File: config.mk
export PLATFORM = sky130hd
export DESIGN_NAME = auto_save_const
export DESIGN_NICKNAME = d
export VERILOG_FILES = /design/src/rtl/bpi_pkg.sv /design/src/rtl/auto_save_FSM.sv /design/src/rtl/auto_save_const.sv
export SDC_FILE = /design/constraint.sdc
export NUM_CORES = 1
export LEC_CHECK = 0
export BUFFER_PORTS_ARGS = -buffer_cell sky130_fd_sc_hd__buf_2
export CORE_UTILIZATION = 59
export DETAILED_ROUTE_END_ITERATION = 6
export PLACE_DENSITY_LB_ADDON = 0.3
export SYNTH_ARGS = -nofsm -noshare
export SYNTH_HDL_FRONTEND = slang
export SYNTH_SLANG_ARGS = --single-unit
File: constraint.sdc
create_clock -name CLK -period 4.4 [get_ports CLK]
set_input_delay 0.88 -clock CLK [delete_from_list [all_inputs] [get_ports CLK]]
set_output_delay 0.88 -clock CLK [all_outputs]
set_load 0.03 [all_outputs]
File: src/rtl/bpi_pkg.sv
// bpi_pkg: BPI op codes, flash command words and auto-save sequencer state types.
package bpi_pkg;
    localparam logic [1:0]  OP_CMD         = 2'b00;
    localparam logic [1:0]  OP_PROG        = 2'b01;
    localparam logic [1:0]  OP_READ        = 2'b10;
    localparam logic [1:0]  OP_CONF        = 2'b11;
    localparam logic [15:0] CMD_UNLOCK     = 16'h0060;
    localparam logic [15:0] CMD_ERASE      = 16'h0020;
    localparam logic [15:0] CMD_READ_ARRAY = 16'h00FF;

    typedef enum logic [2:0] {
        S_IDLE, S_UNLOCK, S_ERASE, S_LOAD, S_PROG, S_RDARR, S_DONE, S_ABORT
    } as_state_e;

    typedef enum logic [1:0] {PH_ISSUE, PH_WAIT, PH_ACK} as_phase_e;

    // States that launch a BPI op and walk through ISSUE/WAIT/ACK
    function automatic logic is_op(input as_state_e s);
        return s inside {S_UNLOCK, S_ERASE, S_PROG, S_RDARR, S_ABORT};
    endfunction
endpackage

File: src/rtl/auto_save_FSM.sv
// auto_save_FSM: auto-save state/phase sequencer with ISSUE/WAIT/ACK handshake per flash op.
// Defining AUTO_SAVE_UNLOCK_EN inserts the UNLOCK op ahead of ERASE.
module auto_save_FSM
    import bpi_pkg::*;
(
    input  logic      clk_i,
    input  logic      rst_n_i,
    input  logic      start_i,
    input  logic      busy_i,
    input  logic      done_i,
    input  logic      tmo_hit_i,
    input  logic      last_i,
    output as_state_e state_o,
    output as_phase_e phase_o,
    output logic      fire_o,
    output logic      ack_o,
    output logic      latch_o
);
`ifdef AUTO_SAVE_UNLOCK_EN
    localparam as_state_e FIRST_OP = S_UNLOCK;
`else
    localparam as_state_e FIRST_OP = S_ERASE;
`endif

    as_state_e state_q, state_d, next_op;
    as_phase_e phase_q, phase_d;

    always_ff @(posedge clk_i or negedge rst_n_i) begin
        if (!rst_n_i) begin
            state_q <= S_IDLE;
            phase_q <= PH_ISSUE;
        end else begin
            state_q <= state_d;
            phase_q <= phase_d;
        end
    end

    always_comb begin
        next_op = state_q == S_UNLOCK ? S_ERASE :
                  state_q == S_ERASE  ? S_LOAD  :
                  state_q == S_PROG   ? (last_i ? S_RDARR : S_LOAD) :
                  state_q == S_RDARR  ? S_DONE  : S_IDLE;
        state_d = state_q;
        phase_d = phase_q;
        if (state_q == S_IDLE) begin
            phase_d = PH_ISSUE;
            state_d = start_i ? FIRST_OP : S_IDLE;
        end else if (state_q == S_DONE) begin
            state_d = S_IDLE;
        end else if (state_q == S_LOAD) begin
            // first cycle presents the read index, second cycle latches the word
            phase_d = phase_q == PH_ISSUE ? PH_WAIT : PH_ISSUE;
            state_d = phase_q == PH_ISSUE ? S_LOAD : S_PROG;
        end else if (phase_q == PH_ISSUE) begin
            phase_d = busy_i ? PH_ISSUE : PH_WAIT;
        end else if (phase_q == PH_WAIT) begin
            if (done_i) begin
                phase_d = PH_ACK;
            end else if (tmo_hit_i) begin
                state_d = S_ABORT;
                phase_d = PH_ISSUE;
            end
        end else begin
            state_d = next_op;
            phase_d = PH_ISSUE;
        end
    end

    always_comb begin
        fire_o  = is_op(state_q) && phase_q == PH_ISSUE && !busy_i;
        ack_o   = is_op(state_q) && phase_q == PH_ACK;
        latch_o = state_q == S_LOAD && phase_q == PH_WAIT;
    end

    assign state_o = state_q;
    assign phase_o = phase_q;
endmodule

File: src/rtl/auto_save_const.sv
// auto_save_const: writes NWORDS constants into the last BPI parameter block (erase, program, read array).
// Defining AUTO_SAVE_UNLOCK_EN adds a block unlock before the erase.
module auto_save_const
    import bpi_pkg::*;
#(
    parameter logic [22:0] BASE_ADDR  = 23'h7FC000,
    parameter int          NWORDS     = 64,
    parameter logic [31:0] TMO_CYCLES = 32'd80000000
)(
    input  logic        CLK,
    input  logic        RST_N,
    input  logic        AS_START,
    input  logic        BUSY,
    input  logic        AS_DONE,
    input  logic [15:0] AS_DATA_IN,
    output logic [5:0]  AS_RD_ADDR,
    output logic [22:0] AS_ADDR,
    output logic [15:0] AS_CMD_DATA_OUT,
    output logic [1:0]  AS_OP,
    output logic        AS_EXECUTE,
    output logic        AUTO_SAVE_ENA,
    output logic        CLR_AS_DONE,
    output logic [5:0]  AS_CNT,
    output logic [2:0]  AS_STATUS
);
    localparam logic [5:0] LAST = 6'(NWORDS - 1);

    as_state_e   state;
    as_phase_e   phase;
    logic        fire, ack, latch, last, accept, waiting, tmo_hit, exec_q;
    logic [5:0]  offset_q, offset_d, cnt_q, cnt_d;
    logic [15:0] data_q, data_d;
    logic [31:0] tmo_q, tmo_d;
    logic [2:0]  status_q, status_d;

    auto_save_FSM u_fsm (
        .clk_i     (CLK),
        .rst_n_i   (RST_N),
        .start_i   (AS_START),
        .busy_i    (BUSY),
        .done_i    (AS_DONE),
        .tmo_hit_i (tmo_hit),
        .last_i    (last),
        .state_o   (state),
        .phase_o   (phase),
        .fire_o    (fire),
        .ack_o     (ack),
        .latch_o   (latch)
    );

    assign accept  = state == S_IDLE && AS_START;
    assign last    = offset_q == LAST;
    // the abort's own read-array op is best-effort and never times out
    assign waiting = is_op(state) && state != S_ABORT && phase == PH_WAIT;
    assign tmo_hit = waiting && tmo_q == TMO_CYCLES - 32'd1;

    always_comb begin
        offset_d = accept ? 6'd0 : (ack && state == S_PROG && !last) ? offset_q + 6'd1 : offset_q;
        cnt_d    = accept ? 6'd0 : (ack && state == S_PROG) ? offset_q : cnt_q;
        data_d   = latch ? AS_DATA_IN : data_q;
        tmo_d    = (waiting && !AS_DONE) ? tmo_q + 32'd1 : 32'd0;
        status_d = accept ? 3'b001 : status_q | {tmo_hit && !AS_DONE, ack && state == S_RDARR, 1'b0};
    end

    always_ff @(posedge CLK or negedge RST_N) begin
        if (!RST_N) begin
            offset_q <= '0;
            cnt_q    <= '0;
            data_q   <= '0;
            tmo_q    <= '0;
            status_q <= '0;
            exec_q   <= 1'b0;
        end else begin
            offset_q <= offset_d;
            cnt_q    <= cnt_d;
            data_q   <= data_d;
            tmo_q    <= tmo_d;
            status_q <= status_d;
            exec_q   <= fire;
        end
    end

    always_comb begin
        AS_OP           = state == S_PROG ? OP_PROG :
                          (state == S_UNLOCK || state == S_ERASE) ? OP_CONF : OP_CMD;
        AS_CMD_DATA_OUT = state == S_UNLOCK ? CMD_UNLOCK :
                          state == S_ERASE  ? CMD_ERASE  :
                          (state == S_RDARR || state == S_ABORT) ? CMD_READ_ARRAY :
                          state == S_PROG   ? data_q : 16'h0000;
        AS_ADDR         = state == S_IDLE ? 23'h0 :
                          {BASE_ADDR[22:6], (state == S_LOAD || state == S_PROG) ? offset_q : 6'd0};
    end

    assign AS_RD_ADDR    = offset_q;
    assign AS_EXECUTE    = exec_q;
    assign AUTO_SAVE_ENA = state != S_IDLE;
    assign CLR_AS_DONE   = ack;
    assign AS_CNT        = cnt_q;
    assign AS_STATUS     = status_q;
endmodule

Word-level counts from Yosys, hierarchy flattened
Cells that the tools add are included.
{"block": "op_classes", "add_sub_neg": 2, "n_eq_ne": 17, "mux": 37, "bitwise": 1, "n_reduce_logical": 27}
{"operator": "$mux 16", "n": 4}
{"operator": "$mux 3", "n": 14}
{"operator": "$add 32x1->32 const B", "n": 1}
{"operator": "$eq 32x27->1 const B", "n": 1}
{"operator": "$mux 32", "n": 1}
{"operator": "$mux 6", "n": 5}
{"operator": "$mux 23", "n": 1}
{"operator": "$mux 2", "n": 10}
{"operator": "$logic_and 1x1->1", "n": 13}
{"operator": "$eq 3x3->1 const B", "n": 4}
{"operator": "$ne 5x3->1 const B", "n": 2}
{"operator": "$add 6x1->6 const B", "n": 1}
{"operator": "$eq 3x2->1 const B", "n": 2}
{"operator": "$eq 6x6->1 const B", "n": 1}
{"operator": "$ne 6x4->1 const B", "n": 1}
{"operator": "$reduce_bool 5->1", "n": 1}
{"operator": "$ne 4x3->1 const B", "n": 1}
{"operator": "$reduce_bool 2->1", "n": 2}
{"operator": "$eq 3x1->1 const B", "n": 1}
{"operator": "$logic_not 1->1", "n": 3}
{"operator": "$logic_not 3->1", "n": 1}
{"operator": "$logic_or 1x1->1", "n": 3}
{"operator": "$ne 3x3->1 const B", "n": 1}
{"operator": "$or 3x3->3", "n": 1}
{"operator": "8 further kinds", "n": 9}
{"block": "totals", "regBits": 69, "in_bits": 21, "out_inout_bits": 59, "wordCells": 92}

Depth between registers and ports, before layout
Gate-level depths: netlist of run 1.
{"block": "logic_depth", "word_depth": 12, "ltp_mapped": 8, "mapped_depth_nobuf": 6}

Hierarchy
From an unflattened synthesis of run 1, not the netlist that was laid out.
{"block": "hier_totals", "hier_cells": 419, "hier_area_um2": 3913.8}
{"mod": "auto_save_const", "n_inst": 1, "cells_each": 347, "area_each_um2": 3403.3, "seq_area_each_um2": 1601.5}
{"mod": "auto_save_FSM", "n_inst": 1, "cells_each": 72, "area_each_um2": 510.5, "seq_area_each_um2": 125.1}

Worst setup path before layout of run 1
Ideal clock, no wire load.
{"block": "synth_path", "path_type": "reg2out", "startpoint": "register u_fsm.state_q[0] (netlist: u_fsm.state_o[0])", "endpoint": "output port AS_CMD_DATA_OUT[0]", "arrival_ps": 1566, "required_ps": 3520, "setup_slack_ps": 1954, "stages_incl_launch_ff": 6, "n_path_buf": 3, "cell_sequence": "dfrtp_1 -> buf_2 -> clkbuf_1 -> buf_1 -> a21oi_1 -> nor2_1"}
{"block": "synth_between", "elab_chain_len": 5, "word_cells_on_any_way": 10, "cone_classes": "eq/ne (5); mux (4); reduce/logical (1)"}
{"item": "from (decl)", "line_no": "auto_save_FSM.sv:25", "source": "as_state_e state_q, state_d, next_op;"}
{"item": "from (signal assigned)", "line_no": "auto_save_FSM.sv:33", "source": "state_q <= state_d;"}
{"item": "$eq 3x3->1, on equally long branches", "line_no": "auto_save_const.sv:89, auto_save_const.sv:88"}
{"item": "$mux 16 or $logic_or 1x1->1 (tied branches)", "line_no": "auto_save_const.sv:89, auto_save_const.sv:88"}
{"item": "$mux 16", "line_no": "auto_save_const.sv:88", "source": "(state == S_RDARR || state == S_ABORT) ? CMD_READ_ARRAY :"}
{"item": "$mux 16", "line_no": "auto_save_const.sv:87", "source": "state == S_ERASE ? CMD_ERASE :"}
{"item": "$mux 16 (*)", "line_no": "auto_save_const.sv:86", "source": "AS_CMD_DATA_OUT = state == S_UNLOCK ? CMD_UNLOCK :"}
{"item": "to (decl)", "line_no": "auto_save_const.sv:18", "source": "output logic [15:0] AS_CMD_DATA_OUT,"}
Mark *: on every way between the ends. The rest lies on a longest branch, timed or not.

Worst setup path in the final report of run 1
{"block": "layout_path", "startpoint": "register u_fsm.state_q[0] (netlist: u_fsm.state_o[0])", "endpoint": "output port AS_ADDR[5]"}
{"block": "layout_between", "elab_chain_len": 4, "word_cells_on_any_way": 6, "cone_classes": "eq/ne (2); mux (2); reduce/logical (2)"}
{"item": "$eq 3x2->1 or $eq 3x3->1 (tied branches)", "line_no": "auto_save_const.sv:91", "source": "{BASE_ADDR[22:6], (state == S_LOAD || state == S_PROG) ? offset_q : 6'd0};"}
{"item": "$logic_or 1x1->1", "line_no": "auto_save_const.sv:91"}
{"item": "$mux 6", "line_no": "auto_save_const.sv:91"}
{"item": "$mux 23 (*)", "line_no": "auto_save_const.sv:90", "source": "AS_ADDR = state == S_IDLE ? 23'h0 :"}
{"item": "to (decl)", "line_no": "auto_save_const.sv:17", "source": "output logic [22:0] AS_ADDR,"}
Marked as above.

==> impl_metrics.csv, run 1 <==
group,metric,value,unit
run_status,status,"completed",
logic_synthesis,synth.most_common_cell,"dfrtp_1",
critical_path,cp_cell_sequence,"or3b_4 > nand2_1 > and2_1 > buf_2",
cts,tritoncts,"done",
sta,rsz0062_at_grt,"no",
sta,tightest_slew,1.16,ns
run,maxCapViolations,0,
grt,grt-ovfl-total,0,
cells_and_area,final_area,4320,um2
cells_and_area,antenna_cells,0,
logic_synthesis,synth.avg_cell_area,9.52,um2
critical_path,crit_path_end_kind,"output pin",
cells_and_area,layout-drive-gt1-share,0.272,
sta,hold_viol,0,
sta,post-route-period-util,0.688,
logic_synthesis,synth.area.top_cells,"dfrtp_1 (45%), xnor2_1 (5.0%), nor2_1 (5.0%), mux2_2 (4.7%), nand2_1 (3.7%)",
cts,post_cts_resized,0,
routing,vias,2973,
cts,cts_max_level,3,
critical_path,cp.arrival,2.15,ns
critical_path,path_class,"reg2out",
logic_synthesis,synth_cell_types,55,
logic_synthesis,ys_seq_elements,69,
sta,timing.max_slew.rel_slack,0.222,
place,hpwl,5190,um
routing,vias_per_cell,5.55,
die,ioPinCount,80,
cts,clock_path_buffers,2,
logic_synthesis,synth-edff-count,0,
min_path,hp-class,"reg2reg",
cells_and_area,multiInputGateArea,1880,um2
grt,grt_max_degree,41,
logic_synthesis,async_reset_ff_frac,1.00,
cts,clkSinkCount,69,
die,coreArea,6310,um2
cells_and_area,area_growth_syn_to_layout,12.4,%
critical_path,worst_setup_path_start_kind,"register",
logic_synthesis,syn_inst,404,
place,place.gp.congestion,0.826,
routing,wl,7660,um
cts,worstSkewPairLatency,0.35,ns
cells_and_area,fillerInstances,514,
critical_path,slowest_stage,"dfrtp_1",
cells_and_area,final_util,0.685,
power_and_ir_drop,leakagePower,1.92,nW
logic_synthesis,ys.flop_type,"dfrtp_1",
logic_synthesis,syn-cell-area,3840,um2
routing,wl_per_cell,14.3,um
power_and_ir_drop,power.total,2.55,mW
sta,setup_violations,0,
sta,skew,0.00806,ns
cells_and_area,fin_nets,477,
die,dieArea,6840,um2
die,start_util,0.609,
logic_synthesis,synth.top_cell.area_share,0.449,
sta,drv_slew,0,
place,dpl_cell_area,4100,um2
logic_synthesis,ys_warn_count,0,
critical_path,required,3.52,ns
cells_and_area,ff_latch_area,1730,um2
critical_path,slowest_delay,0.72,ns
power_and_ir_drop,vdd_drop_max,0.000459,V
grt,grtUsageTotal,0.246,
routing,drtPass1Iterations,4,
logic_synthesis,synth_commonest_cells,"dfrtp_1 (69), nor2_1 (51), nand2_1 (38)",
die,row_count,29,
sta,fin_crit,3.03,ns
cts,cts_root_buf,"clkbuf_8",
place,port_buffers,71,
cts,cts_made_buffers,9,
critical_path,path_buf_inv,1,
logic_synthesis,yosysSeqAreaShare,0.449,
routing,ant_nets,0,
power_and_ir_drop,p_per_area,591,nW/um2
grt,first_global_vias,2732,
routing,remaining_drc_errors,0,
sta,max_freq,330,MHz
critical_path,path_max_fanout,30,
cts,cts-hold-fix-buffers,0,
critical_path,crit_family,"simple AND/OR/NAND/NOR gates",
die,die_y,82.7,um
logic_synthesis,yosys.area.top_type,"dfrtp_1",
grt,grt_antenna_before_repair,0,
routing,drt_iter0_drc,136,
grt,grt_pass1_wl,12600,um
die,die_w,82.7,um
sta,fin_tns_setup,0,ns
cts,clkTransAtPathRegs,0.07,ns
cts,postCtsSetupRepairBufs,0,
## final cells by class
class | count | share of cell area
flip-flops and latches | 69 | 0.400
inverters | 8 | 0.00695
clock inverters | 6 | 0.0200
clock buffers | 10 | 0.0318
multi-input cells | 294 | 0.435
well taps | 77 | 0.0223
repair buffers | 72 | 0.0840
## per-stage QoR
stage               setup slack, ns  hold WS (ns)  instances
floorplan                      1.95         0.448        411
global placement               1.75         0.452        520
detailed placement             1.60         0.457        520
CTS                            1.38         0.474        536
global route                   1.20         0.498        536
finish                         1.37         0.471        536
## layout by cell type (no fill, tap or decap), drive strengths merged, types with 4 or more instances in the layout
cell type  count
xor2          14
clkbuf        10
or3            5
nor3          10
dfrtp         69
nor2          53
nand4          9
o21ai         17
and3           4
xnor2         22
mux2          16
nand2         38
nor4          10
nand3         15
conb           8
nand2b         7
and2          17
buf           72
inv            8
and4           4
a21oi         17
## power breakdown
part / internal [mW] / switching, mW / leakage [nW]
Clock: 0.333 / 0.242 / 0.112
Sequential: 0.756 / 0.164 / 0.916
Combinational: 0.370 / 0.688 / 0.888
Total: 1.46 / 1.09 / 1.92
## path summary, 6_finish.rpt
check,start,end,slack (ns),cells past startpoint
max,u_fsm.state_o[0],AS_ADDR[5],1.37,4
min,AS_STATUS[0],AS_STATUS[0],0.47,1
max reg2reg,u_fsm.state_o[0],tmo_q[15],1.63,3
min reg2reg,AS_STATUS[0],AS_STATUS[0],0.47,1
max in group asynchronous,RST_N,tmo_q[3],2.83,2
min in group asynchronous,RST_N,tmo_q[28],0.65,1
## per-layer routing
layer  vias to the layer above  part of all wire  global-route usage
li1                       1452                 -                   -
met1                      1442              0.45               0.320
met2                        66              0.49               0.398
met3                        13             0.041              0.0593
met4                         0             0.013              0.0879
met5                         -                 0                   0
## flip-flops by register name, summed over array words and instances (netlist names)
name and count:
AS_CNT 6, AS_EXECUTE 1, AS_RD_ADDR 6, AS_STATUS 3, data_q 16, tmo_q 32, u_fsm.phase_o 2, u_fsm.state_o 3
## logic make-up after synthesis
| logic type | Yosys count | synth area share |
|---|---|---|
| DFF | 69 | 0.449 |
| AOI/OAI and AO/OA | 47 | 0.0752 |
| adders and majority gates | 2 | 0.00651 |
| muxes | 16 | 0.0469 |
| and+or+nand+nor | 185 | 0.271 |
| xor gates and xnor gates | 36 | 0.0820 |
| buffers and inverters | 48 | 0.0683 |
| other | 1 | 0.000975 |
Note: power is estimated with default switching activity, not from simulation.
==> run 2, diff against run 1 <==
Settings changed: CORE_UTILIZATION 59 to 55.
Clock period 4.4 ns to 2.9 ns, I/O delays scaled along.
==> run 2 against run 1 <==
Compared with the run above: the run now ends with design-rule violations left; via count is 0.87% higher; first-iteration DRC count grew 47%; routed wire length up 2.6%; total power is 53% higher; sequential share of layout area decreased by 0.34 points; worst setup slack got worse by 1.1 ns; sequential cell count is the same; cell area rose by 0.87%; critical path depth up 2; worst hold slack lost 0.20 ns.
==> impl_metrics.csv, run 2 (same netlist as run 1, synthesis figures left out) <==
group,metric,value,unit
run_status,status,"complete, but fails checks",
run_status,violations,"design-rule violations",
routing,wl_per_cell,14.5,um
grt,first_global_vias,2834,
critical_path,cp_cell_sequence,"inv_2 > nor2_1 > nand2_1 > nand2_1 > and2_1 > buf_2",
power_and_ir_drop,pwr-share-comb,0.430,
power_and_ir_drop,p_per_area,896,nW/um2
cells_and_area,area_growth_syn_to_layout,13.4,%
routing,ant_nets,0,
power_and_ir_drop,pwr-share-seq,0.349,
cts,postCtsSetupRepairBufs,0,
sta,hold_viol,0,
cells_and_area,fin_nets,480,
routing,drt_iter0_drc,200,
critical_path,startpoint,"u_fsm.state_o[1]",
cts,cts_made_buffers,9,
routing,remaining_drc_errors,1,
critical_path,worst_setup_path_start_kind,"register",
power_and_ir_drop,switching_share,0.432,
sta,fin_crit,2.63,ns
sta,tightest_slew,0.870,ns
grt,grt_max_degree,42,
cells_and_area,regMostFlops,"tmo_q",
cells_and_area,final_cell_mix,"buf_2 (71), dfrtp_1 (69), nor2_1 (51)",
power_and_ir_drop,power.total,3.90,mW
cts,clkSinkCount,69,
cts,cts_root_buf,"clkbuf_8",
place,place.gp.congestion,0.922,
cts,tritoncts,"done",
critical_path,cp.depth,6,
power_and_ir_drop,switching_power,1.69,mW
sta,fin_tns_setup,0,ns
die,row_count,30,
cts,clkTransAtPathRegs,0.08,ns
power_and_ir_drop,vdd_drop_max,0.000720,V
routing,wl,7860,um
cts,post_cts_resized,0,
critical_path,required,2.32,ns
sta,max_freq,380,MHz
cts,cts_max_level,3,
critical_path,slowest_delay,0.69,ns
routing,vias,2999,
critical_path,path_max_fanout,18,
cts,cts-hold-fix-buffers,0,
critical_path,crit_family,"flip-flops",
power_and_ir_drop,internal_power,2.22,mW
sta,setup_violations,0,
critical_path,slowest_stage,"dfrtp_1",
cells_and_area,antenna_cells,0,
place,hpwl,5610,um
grt,grt-ovfl-total,0,
routing,vias_per_cell,5.53,
routing,drtPass1Iterations,7,
cells_and_area,largest_reg_flops,32,
grt,grtUsageTotal,0.234,
grt,grt_pass1_wl,13500,um
sta,drv_slew,0,
critical_path,cp.arrival,2.05,ns
critical_path,r2r-start,"tmo_q[0]",
die,ioPinCount,80,
die,start_util,0.569,
critical_path,r2r_cells,6,
sta,rsz0062_at_grt,"no",
die,die_y,85.6,um
power_and_ir_drop,p_clk_frac,0.221,
critical_path,crit_path_end_kind,"output pin",
cts,clock_path_buffers,2,
cts,worstSkewPairLatency,0.35,ns
sta,post-route-period-util,0.906,
critical_path,path_buf_inv,2,
min_path,hp-class,"in2async",
die,dieArea,7330,um2
place,port_buffers,71,
die,die_w,85.6,um
die,coreArea,6760,um2
cells_and_area,top_regs,"tmo_q x32, data_q x16",
sta,timing.max_slew.rel_slack,0.415,
cells_and_area,layout-drive-gt1-share,0.277,
critical_path,path_class,"reg2out",
grt,grt_antenna_before_repair,0,
critical_path,crit_top_cell,"nand2_1",
power_and_ir_drop,leakagePower,1.93,nW
sta,skew,0.00723,ns
run,maxCapViolations,0,
cells_and_area,layout_commonest_cell,"buf_2",
-- run 2: cell types whose count changed in the layout (fill, tap and decap cells not counted), sizes merged --
cell	before	now
buf	72	75
clkbuf	10	9
inv	8	9
-- run 2: final timing paths --
check / end / slack [ns]
setup / recovery: AS_ADDR[3] / 0.27
min in group CLK: data_q[1] / 0.46
max in group asynchronous: data_q[14] / 1.99
setup reg to reg: tmo_q[16] / 0.77
hold / removal: tmo_q[5] / 0.27
hold reg to reg: AS_STATUS[0] / 0.48
-- run 2: power groups by stage --
stage	combinational [mW]	sequential (mW)	clock, mW
after floorplan	1.42	1.31	0
after global placement	1.65	1.37	0
after detailed placement	1.68	1.38	0
after CTS	1.69	1.36	0.889
after global routing	1.83	1.40	0.930
final	1.68	1.36	0.862
-- run 2: layer usage --
metal	global-route usage	wire length, um	up-vias
met1	0.311	3470	1466
met2	0.377	3980	61
met3	0.0654	331	9
li1	-	-	1463
met5	0	0	-
met4	0.0682	76	0
-- run 2: final cells by class --
| class | count | area (um2) |
|---|---|---|
| Tap cell | 80 | 100 |
| Clock buffer | 9 | 124 |
| Inverter | 8 | 30.0 |
| Sequential cell | 69 | 1730 |
| Clock inverter | 7 | 98.8 |
| Fill cell | 581 | 2400 |
| Multi-Input combinational cell | 294 | 1880 |
| Timing Repair Buffer | 75 | 398 |
-- run 2: metrics by stage --
stage / setup slack [ns] / std cells / cell area, um2 / hold slack [ns] / util
6_report: 0.272 / 542 / 4360 / 0.266 / 0.645
5_1_grt: 0.0731 / 542 / 4360 / 0.307 / 0.645
4_1_cts: 0.255 / 542 / 4360 / 0.273 / 0.645
3_5_place_dp: 0.654 / 526 / 4140 / 0.459 / 0.612
3_3_place_gp: 0.757 / 526 / 4140 / 0.449 / 0.612
2_1_floorplan: 0.754 / 411 / 3870 / 0.284 / -
